**src/rtl/pipeline_hazard_ctrl.sv**
```systemverilog
// Purpose : freeze/flush control for every pipeline register (load-use/RAW, branch, SRAM wait).
// Latency : outputs combinational from state and inputs; counters update on the next rising edge.
// Backpr. : mem_busy holds PC..EX/MEM and bubbles MEM/WB; branch flush is deferred while busy.
//
// Ports:
//   clk, rst                 clock (rising edge), asynchronous active-low reset
//   src1, src2, two_src      ID source registers; two_src marks src2 as read
//   fwd_en                   forwarding unit present, only load-use then stalls
//   EXE_Dest/WB_EN/MEM_R_EN  ID/EX register outputs; EXE_B = branch taken in EXE
//   MEM_Dest/WB_EN/R_EN/W_EN EX/MEM register outputs
//   pc_freeze .. mem_busy    per-stage hold/bubble controls
//   stall_count, flush_count saturating performance counters
module pipeline_hazard_ctrl #(
   parameter int SRAM_WAIT = 4,
   parameter int CNT_W     = 32
) (
   input  logic             clk,
   input  logic             rst,
   input  logic [3:0]       src1,
   input  logic [3:0]       src2,
   input  logic             two_src,
   input  logic             fwd_en,
   input  logic [3:0]       EXE_Dest,
   input  logic             EXE_WB_EN,
   input  logic             EXE_MEM_R_EN,
   input  logic             EXE_B,
   input  logic [3:0]       MEM_Dest,
   input  logic             MEM_WB_EN,
   input  logic             MEM_R_EN,
   input  logic             MEM_W_EN,
   output logic             pc_freeze,
   output logic             if_id_freeze,
   output logic             if_id_flush,
   output logic             id_ex_freeze,
   output logic             id_ex_flush,
   output logic             ex_mem_freeze,
   output logic             mem_wb_flush,
   output logic             mem_busy,
   output logic [CNT_W-1:0] stall_count,
   output logic [CNT_W-1:0] flush_count
);

   // The IDLE cycle itself is the first busy cycle, so WAIT only needs SRAM_WAIT-2 extra counts.
   localparam int CW = (SRAM_WAIT > 2) ? $clog2(SRAM_WAIT) : 1;
   localparam logic [CW-1:0] CNT_LOAD = CW'((SRAM_WAIT >= 2) ? (SRAM_WAIT - 2) : 0);

   typedef enum logic [1:0] {IDLE, WAIT, DONE} state_t;

   state_t        state, state_nxt;
   logic [CW-1:0] cnt, cnt_nxt;
   logic          busy;
   logic          mem_req;
   logic          hazard;
   logic          stall_inc;
   logic          flush_inc;

   assign mem_req = MEM_R_EN | MEM_W_EN;

   always_ff @(posedge clk or negedge rst) begin
      if (!rst) begin
         state <= IDLE;
         cnt   <= '0;
      end else begin
         state <= state_nxt;
         cnt   <= cnt_nxt;
      end
   end

   // DONE always returns to IDLE so the instruction that just finished its access
   // cannot re-trigger the wait; a back-to-back access is picked up in IDLE.
   always_comb begin
      state_nxt = state;
      cnt_nxt   = cnt;
      busy      = 1'b0;
      case (state)
         IDLE: begin
            if (mem_req && (SRAM_WAIT >= 1)) begin
               busy = 1'b1;
               if (SRAM_WAIT == 1) begin
                  state_nxt = DONE;
               end else begin
                  state_nxt = WAIT;
                  cnt_nxt   = CNT_LOAD;
               end
            end
         end
         WAIT: begin
            busy = 1'b1;
            if (cnt == '0) state_nxt = DONE;
            else           cnt_nxt   = cnt - 1'b1;
         end
         DONE:    state_nxt = IDLE;
         default: state_nxt = IDLE;
      endcase
   end

   // With forwarding only a load in EXE cannot be bypassed in time; without it any
   // pending writer in EXE or MEM blocks the read.
   always_comb begin
      hazard = 1'b0;
      if (fwd_en) begin
         hazard = EXE_MEM_R_EN & ((src1 == EXE_Dest) | (two_src & (src2 == EXE_Dest)));
      end else begin
         hazard = ((src1 == EXE_Dest) & EXE_WB_EN) | ((src1 == MEM_Dest) & MEM_WB_EN) |
                  (two_src & (((src2 == EXE_Dest) & EXE_WB_EN) | ((src2 == MEM_Dest) & MEM_WB_EN)));
      end
   end

   // Priority busy > branch > hazard. A branch seen while busy is not lost: ID/EX and
   // EX/MEM are frozen, so EXE_B is still presented once busy drops.
   always_comb begin
      pc_freeze     = 1'b0;
      if_id_freeze  = 1'b0;
      if_id_flush   = 1'b0;
      id_ex_freeze  = 1'b0;
      id_ex_flush   = 1'b0;
      ex_mem_freeze = 1'b0;
      mem_wb_flush  = 1'b0;
      mem_busy      = 1'b0;
      stall_inc     = 1'b0;
      flush_inc     = 1'b0;
      if (rst) begin
         if (busy) begin
            mem_busy      = 1'b1;
            pc_freeze     = 1'b1;
            if_id_freeze  = 1'b1;
            id_ex_freeze  = 1'b1;
            ex_mem_freeze = 1'b1;
            mem_wb_flush  = 1'b1;
         end else if (EXE_B) begin
            if_id_flush   = 1'b1;
            id_ex_flush   = 1'b1;
            flush_inc     = 1'b1;
         end else if (hazard) begin
            pc_freeze     = 1'b1;
            if_id_freeze  = 1'b1;
            id_ex_flush   = 1'b1;
            stall_inc     = 1'b1;
         end
      end
   end

   always_ff @(posedge clk or negedge rst) begin
      if (!rst) begin
         stall_count <= '0;
         flush_count <= '0;
      end else begin
         if (stall_inc && (stall_count != '1)) stall_count <= stall_count + 1'b1;
         if (flush_inc && (flush_count != '1)) flush_count <= flush_count + 1'b1;
      end
   end

endmodule

```
**config.mk**
```make
export PLATFORM = sky130hd
export DESIGN_NAME = pipeline_hazard_ctrl
export DESIGN_NICKNAME = d
export VERILOG_FILES = /design/src/rtl/pipeline_hazard_ctrl.sv
export SDC_FILE = /design/constraint.sdc
export NUM_CORES = 1
export LEC_CHECK = 0
export BUFFER_PORTS_ARGS = -buffer_cell sky130_fd_sc_hd__buf_2
export CAP_MARGIN = 20
export CORE_MARGIN = 2
export CORE_UTILIZATION = 43
export CTS_BUF_LIST = sky130_fd_sc_hd__clkbuf_16
export DETAILED_ROUTE_END_ITERATION = 7
export PLACE_DENSITY_LB_ADDON = 0.12
export RECOVER_POWER = 25
export SLEW_MARGIN = 15
export SYNTH_ARGS = -nofsm -noshare
export SYNTH_HDL_FRONTEND = slang
export SYNTH_SLANG_ARGS = --single-unit
```
**constraint.sdc**
```tcl
create_clock -name clk -period 5.7 [get_ports clk]
set_clock_uncertainty 0.1 [all_clocks]
set_input_delay 0.285 -clock clk [delete_from_list [all_inputs] [get_ports clk]]
set_output_delay 0.285 -clock clk [all_outputs]
set_load 0.02 [all_outputs]
```
# After elaboration in Yosys (flattened, before gate mapping)
# Index checks and enable logic that the tools add are counted.
dict set report op_classes {
  n_addsub 3
  reduce_logical 7
  muxes 23
  n_eq_ne 10
  n_bitwise 12
}
# operator count
set ops {}
lappend ops {{adder 32 x 1 -> 32 bit (second input constant)} 2}
lappend ops {{!= test 32 bit (second input constant)} 2}
lappend ops {{== test 4 bit} 4}
lappend ops {{two-way mux 1 bit} 16}
lappend ops {{two-way mux 2 bit} 4}
lappend ops {{case mux 2 bit (2 select lines)} 2}
lappend ops {{AND 1 bit} 7}
lappend ops {{!= test 2 bit (second input constant)} 3}
lappend ops {{bitwise OR 1 bit} 5}
lappend ops {{zero test 2 bit} 2}
lappend ops {{AND reduction 3 bit} 1}
lappend ops {{== test 2 x 1 -> 1 bit (second input constant)} 1}
lappend ops {{logical AND 1 bit} 2}
lappend ops {{case mux 1 bit (2 select lines)} 1}
lappend ops {{AND reduction 2 bit} 1}
lappend ops {{nonzero test 2 bit} 1}
lappend ops {{subtractor 2 x 1 -> 2 bit (second input constant)} 1}
dict set report totals {
  out_inout_bits 72
  wordCells 59
  in_bits 26
  register_bits 68
}

# Depth between registers and ports, before layout
# Gate-level depths: netlist (run 1).
dict set report depth {
  word_depth 11
  mapped_depth 8
  depth_no_buf 7
}

# Least setup slack after synthesis (run 1)
# Ideal clock, no wire load.
dict set report synth_path {
  path_type {reg-to-reg}
  startpoint {register stall_count[0]}
  endpoint {register stall_count[1]}
  period_less_slack_ns 2.752
  path_stages_with_launch 8
  path_buffers 1
  setup_ns 0.125
  t_required_ns 5.475
  t_arrival_ns 2.527
  setup_slack_ns 2.948
  path_cell_list {dfrtp_1 -> ha_1 -> inv_1 -> or4_4 -> or4_4 -> o211ai_2 -> buf_6 -> mux2_4}
}
dict set report synth_via {
  elab_chain_cells 2
  word_cells_on_any_way 3
}
# element line
set synth_lines {}
lappend synth_lines {{from (decl)} 39} ;# output logic [CNT_W-1:0] stall_count,
lappend synth_lines {{from (signal assigned)} 148} ;# if (stall_inc && (stall_count != '1)) stall_count <= stall_count + 1'b1;
lappend synth_lines {{branches (longest 2 deep; another with adder 32 x 1 -> 32 bit)} n/a}
# Parallel ways; which one is timed is not known.
# A chain may end at the register's enable or synchronous reset.

# Worst setup path in the final report (run 1)
dict set report layout_path {
  startpoint {input rst}
  endpoint {register stall_count[20]}
}
dict set report layout_via {
  elab_chain_cells 2
}
# element line
set layout_lines {}
lappend layout_lines {{from (decl)} 18} ;# input logic rst,
lappend layout_lines {{two-way mux 1 bit} 122} ;# if (rst) begin
lappend layout_lines {{logical AND 1 bit} 148}
# No other way between the ends.

==> impl_metrics.env, run 1 <==
export IMPL_finalHoldWorstSlack_ns=0.387
export IMPL_drt_initial_drc_count=128
export IMPL_dieArea_mm2=0.00877
export IMPL_nFillCells=723
export IMPL_slew_viol_final=0
export IMPL_slew_headroom_pct=14.7
export IMPL_cts_resized=0
export IMPL_grt_pass1_vias=2789
export IMPL_clk_pin_slew_ns=0.06
export IMPL_grt_usage_pct=19.0
export IMPL_crit_fanout=25
export IMPL_power_density_mw_per_mm2=304
export IMPL_num_io_pins=98
export IMPL_multi_input_area_mm2=0.00166
export IMPL_worstHoldStart="stall_count[13]"
export IMPL_reg2reg_depth=7
export IMPL_area_growth_pct=24.7
export IMPL_synth_area_mm2=0.00346
export IMPL_regArea_mm2=0.00170
export IMPL_routedWlPerCell_um=14.0
export IMPL_async_flop_share_pct=100
export IMPL_core_mm2=0.00777
export IMPL_rows=32
export IMPL_final_period_utilization_pct=59.5
export IMPL_globalRouteOverflowTotal=0
export IMPL_initial_core_util_pct=44.5
export IMPL_cts_hold_buf=1
export IMPL_synth_edf_count=0
export IMPL_finalHoldViolCount=0
export IMPL_r2r_start="stall_count[0]"
export IMPL_finalSetupViolations=0
export IMPL_h_tree_depth=3
export IMPL_start_kind="primary input"
export IMPL_crit_path_max_incr_delay_ns=0.93
export IMPL_syn_nets=367
export IMPL_crit_arrival_ns=3.55
export IMPL_post_cts_setup_buffers=0
export IMPL_min_path_type="reg2reg"
export IMPL_place_hpwl_um=5650
export IMPL_via_per_inst=5.08
export IMPL_ys_flop_type="dfrtp_1"
export IMPL_grt_antenna_before_repair=0
export IMPL_end_kind="flop"
export IMPL_worstSkewPairLatency_ns=0.33
export IMPL_wirelength_um=7650
export IMPL_worst_slew_pin_slew_ns=1.28
export IMPL_clock_sinks=68
export IMPL_grt_max_degree=49
export IMPL_p_leak_nw=2.10
export IMPL_ctsRootBufferMaster="clkbuf_16"
export IMPL_cts_tree="yes"
export IMPL_die_y_um=93.7
export IMPL_setup_ws_ns=2.31
export IMPL_port_buffers=97
export IMPL_drive_gt1_share_pct=20.6
export IMPL_synth_seq_area_share_pct=49.2
export IMPL_worstSetupPathType="in2reg"
export IMPL_ant_nets=0
export IMPL_syn_avg_cell_area_um2=10.2
export IMPL_drt_pass1_iterations=6
export IMPL_synth_seq_cells=68
export IMPL_grt_pass1_wl_um=13100
export IMPL_clock_fmax_mhz=295
export IMPL_ir_drop_uv=149
export IMPL_critPathRequiredTime_ns=5.85
export IMPL_layout_nets=470
export IMPL_final_setup_tns_ns=0
export IMPL_whs_path_depth=1
export IMPL_fin_crit_ns=3.39
export IMPL_status="finished clean"
export IMPL_postSynthCellCount=338
export IMPL_crit_path_top_delay_cell="clkbuf_1"
export IMPL_die_x_um=93.7
export IMPL_cts_buffers=9
export IMPL_dp_slack_ns=2.76
export IMPL_max_cap_violations=0
export IMPL_crit_path_cell_trace="dlygate4sd3_1 > clkbuf_1 > o21ai_0 > nor2_1 > o211ai_2 > nor4_1 > xor2_1"
export IMPL_drc=0
export IMPL_clockBufferDepth=2
export IMPL_yosysWarningCount=0
export IMPL_rsz0062_at_grt="no"
export IMPL_gp_congestion=0.770
export IMPL_startpoint="rst"
export IMPL_yosysUniqueCellTypes=43
export IMPL_vias=2786
export IMPL_n_antenna_cell=0
==> sequential cells by signal, indices dropped and copies added (netlist names) <==
| name | cells |
|---|---|
| flush_count | 32 |
| stall_count | 32 |
| cnt | 2 |
| state | 2 |
==> Yosys cell counts (2+ instances only) <==
cell	instances	area, µm²
dfrtp_1	68	1700
xnor2_1	42	368
xor2_1	35	307
nand2_1	30	113
nor2_1	26	97.6
nand3_1	25	125
nor3_1	22	110
nand4_1	16	100
inv_1	10	37.5
and3_1	7	43.8
nor4_1	6	37.5
buf_4	4	30.0
o21ai_0	4	20.0
and2_1	3	18.8
ha_1	3	37.5
or3_1	3	18.8
a211oi_1	2	15.0
a21oi_1	2	10.0
and4_1	2	17.5
buf_6	2	22.5
mux2_2	2	22.5
or3_2	2	15.0
or4_4	2	22.5
==> critical path: cells and delay by family <==
family / cells / cell delay (ns)
simple gates: 2 / 0.66
xor+xnor: 1 / 0.17
compound gates: 2 / 0.97
buf+inv: 2 / 1.45
==> cell usage in the layout, fill, tap and decap left out, types with 10 or more instances in the layout <==
master | Yosys | final
dfrtp_1 | 68 | 68
buf_2 | 0 | 67
xnor2_1 | 42 | 42
xor2_1 | 35 | 35
nand2_1 | 30 | 30
clkbuf_1 | 1 | 30
nor2_1 | 26 | 26
nand3_1 | 25 | 25
nor3_1 | 22 | 22
nand4_1 | 16 | 16
inv_1 | 10 | 10
==> cells by family after synthesis <==
kind of cell	count (synthesis)	share of synthesized area, %
multiplexers	3	1.09
AO/OA/AOI/OAI	18	3.69
XOR/XNOR	77	19.5
flip-flops	68	49.2
AND/OR/NAND/NOR	152	22.7
adder cells (fa/ha/maj)	3	1.09
buffers and inverters	17	2.71
==> report_power, final <==
part / total (mW) / internal [mW] / switching [mW]
clock: 0.590 / 0.380 / 0.209
sequential: 0.540 / 0.511 / 0.0285
combinational: 0.183 / 0.0704 / 0.113
total: 1.31 / 0.962 / 0.350
==> final cells by class <==
class	count	share of cell area, %
Sequential cell	68	39.5
Multi-Input combinational cell	253	38.5
Timing Repair Buffer	99	10.8
Clock buffer	9	5.22
Inverter	10	0.871
Clock inverter	7	2.12
Tap cell	102	2.96
==> through the flow <==
| step | instances | util (%) | power, mW | instance area, µm² |
|---|---|---|---|---|
| 2_1_floorplan | 338 | - | 0.672 | 3460 |
| 3_3_place_gp | 531 | 51.8 | 0.729 | 4020 |
| 3_5_place_dp | 531 | 51.8 | 0.735 | 4020 |
| 4_1_cts | 548 | 56.0 | 1.33 | 4350 |
| 5_1_grt | 548 | 55.5 | 1.38 | 4310 |
| 6_report | 548 | 55.5 | 1.31 | 4310 |
==> worst paths after layout <==
kind / to / slack [ns]
max in group asynchronous: stall_count[4] / 3.58
worst max register to register: stall_count[17] / 2.77
worst min register to register: stall_count[13] / 0.39
worst min-delay path: stall_count[13] / 0.39
min in group asynchronous: stall_count[21] / 0.66
worst max-delay path: stall_count[20] / 2.31
==> metal layers <==
layer	track usage (%)	routed length, µm
met1	22.5	3370
met2	33.5	3880
met3	5.38	324
met4	5.56	77
met5	0	0
No activity file was read; power rests on OpenSTA's default activity.
==> run 2, diff against run 1 <==
--- a/config.mk
+++ b/config.mk
@@ -5,6 +5,7 @@
 export SDC_FILE = /design/constraint.sdc
 export NUM_CORES = 1
 export LEC_CHECK = 0
+export ABC_AREA = 1
 export BUFFER_PORTS_ARGS = -buffer_cell sky130_fd_sc_hd__buf_2
 export CAP_MARGIN = 20
 export CORE_MARGIN = 2
==> constraint.sdc (replaced) <==
create_clock -name clk -period 2.9 [get_ports clk]
set_clock_uncertainty 0.1 [all_clocks]
set_input_delay 0.145 -clock clk [delete_from_list [all_inputs] [get_ports clk]]
set_output_delay 0.145 -clock clk [all_outputs]
set_load 0.02 [all_outputs]
==> impl_metrics.env, run 2 <==
export IMPL_status="finished clean"
export IMPL_slew_headroom_pct=41.1
export IMPL_grt_usage_pct=22.0
export IMPL_final_cell_mix="nand2_1 (279), dfrtp_1 (68), nor2_1 (67)"
export IMPL_postSynthCellCount=648
export IMPL_critPathRequiredTime_ns=3.02
export IMPL_ctsRootBufferMaster="clkbuf_16"
export IMPL_worst_slew_pin_slew_ns=0.884
export IMPL_synth_area_mm2=0.00455
export IMPL_die_x_um=107
export IMPL_n_antenna_cell=0
export IMPL_final_setup_tns_ns=0
export IMPL_end_kind="flop"
export IMPL_yosysWarningCount=0
export IMPL_wirelength_um=11800
export IMPL_synth_top_area_cell="dfrtp_1"
export IMPL_max_cap_violations=0
export IMPL_drc=0
export IMPL_nFillCells=1098
export IMPL_largest_registers="flush_count: 32 flops, stall_count: 32 flops"
export IMPL_grt_pass1_vias=4323
export IMPL_worstSkewPairLatency_ns=0.34
export IMPL_multi_input_area_mm2=0.00253
export IMPL_synth_edf_count=0
export IMPL_crit_arrival_ns=2.51
export IMPL_drive_gt1_share_pct=11.0
export IMPL_globalRouteOverflowTotal=0
export IMPL_rows=37
export IMPL_cts_tree="yes"
export IMPL_clock_fmax_mhz=419
export IMPL_syn_nets=677
export IMPL_clockBufferDepth=2
export IMPL_drt_pass1_iterations=5
export IMPL_synth_seq_cells=68
export IMPL_fin_crit_ns=2.39
export IMPL_final_cell_area_mm2=0.00530
export IMPL_place_hpwl_um=8790
export IMPL_num_io_pins=98
export IMPL_placed_cell_area_mm2=0.00511
export IMPL_async_flop_share_pct=100
export IMPL_area_growth_pct=16.6
export IMPL_synth_top_area_share_pct=37.4
export IMPL_clock_sinks=68
export IMPL_ant_nets=0
export IMPL_grt_antenna_before_repair=0
export IMPL_die_y_um=107
export IMPL_start_kind="flop"
export IMPL_dieArea_mm2=0.0114
export IMPL_power_density_mw_per_mm2=519
export IMPL_p_leak_nw=2.70
export IMPL_finalSetupViolations=0
export IMPL_ir_drop_uv=254
export IMPL_gp_congestion=0.865
export IMPL_synth_area_top_cells="dfrtp_1 (37%), nand2_1 (23%), xor2_1 (7.7%), nor2_1 (5.6%), xnor2_1 (4.6%)"
export IMPL_syn_avg_cell_area_um2=7.02
export IMPL_vias=4397
export IMPL_layout_nets=774
export IMPL_ys_flop_type="dfrtp_1"
export IMPL_core_mm2=0.0103
export IMPL_grt_max_degree=69
export IMPL_finalHoldViolCount=0
export IMPL_grt_pass1_wl_um=20100
export IMPL_routedWlPerCell_um=13.3
export IMPL_worstSetupPathType="reg2reg"
export IMPL_clk_pin_slew_ns=0.06
export IMPL_slew_viol_final=0
export IMPL_rsz0062_at_grt="no"
export IMPL_crit_fanout=32
export IMPL_yosys_cell_count_top_type="nand2_1"
export IMPL_final_period_utilization_pct=82.3
export IMPL_place_inst=869
export IMPL_min_path_type="in2reg"
export IMPL_h_tree_depth=3
export IMPL_layout_commonest_cell="nand2_1"
export IMPL_synth_commonest_cells="nand2_1 (279), dfrtp_1 (68), nor2_1 (68), inv_1 (49), xor2_1 (40)"
export IMPL_finalPower_mw=2.75
export IMPL_via_per_inst=4.97
export IMPL_cts_buffers=9
export IMPL_yosysUniqueCellTypes=33
export IMPL_synth_seq_area_share_pct=37.4
export IMPL_port_buffers=97
export IMPL_stdcell_count=884
export IMPL_regArea_mm2=0.00170
export IMPL_drt_initial_drc_count=153
export IMPL_initial_core_util_pct=44.3
-- run 2: logic make-up (layout without fill, tap and decap cells) --
family,count (synthesis),after routing,synth area share (%)
buffers and inverters,68,168,7.13
DFF,68,68,37.4
AOI/OAI and AO/OA,19,19,2.12
muxes,1,1,0.248
and+or+nand+nor,425,425,39.9
xor gates and xnor gates,64,64,12.3
adders and majority gates,3,3,0.825
-- run 2: layout make-up --
class	count	area share [%]
sequential	68	32.1
clock buffer	9	4.25
clock inverter	5	0.425
timing repair buffer	101	8.59
multi-input combinational	512	47.7
inverter	53	3.75
tap	136	3.21
-- run 2: power by group --
part | total (mW) | switching (mW) | internal [mW]
logic | 0.643 | 0.447 | 0.196
clock network | 0.960 | 0.403 | 0.558
registers | 1.15 | 0.0986 | 1.05
total | 2.75 | 0.949 | 1.80
-- run 2: timing repair --
item | CTS | global route
hold endpoints to repair | 65 | 0
buffers inserted | 0 | 0
gates resized for setup | 0 | 0
hold buffers | 1 | 0
endpoints found under the setup margin | 0 | 0
-- run 2: path summary, 6_finish.rpt --
path                                      start               to  slack, ns  depth (start not counted)
worst max register to register   stall_count[0]  stall_count[18]       0.51                          9
worst min register to register  flush_count[28]  flush_count[28]       0.41                          1
max in group asynchronous                   rst           cnt[0]       1.60                          3
worst max-delay path             stall_count[0]  stall_count[18]       0.51                          9
worst min-delay path                   MEM_W_EN         state[0]       0.14                          5
min in group asynchronous                   rst   stall_count[2]       0.47                          3
-- run 2: per-layer routing --
metal	global-route usage, %	part of all wire [%]
met5	0	0
met4	11.1	3.1
met3	3.16	4.8
met2	37.8	49
met1	27.0	44
-- run 2: through the flow --
stage	utilization (%)	hold WS, ns	worst slack, ns
after floorplan	-	-0.251	0.919
after global placement	49.7	0.332	0.634
after detailed placement	49.7	0.341	0.508
after CTS	52.2	0.134	0.496
after global routing	51.6	0.186	0.243
final	51.6	0.144	0.514
-- run 2: critical path, stage by stage (launching register included) --
cell	delay, ns
dfrtp_1	0.43
ha_1	0.27
nand3_2	0.15
inv_2	0.06
nand3_2	0.11
nor2_1	0.05
nand4_1	0.11
nand4_2	0.67
nand2_1	0.25
nand2_1	0.08
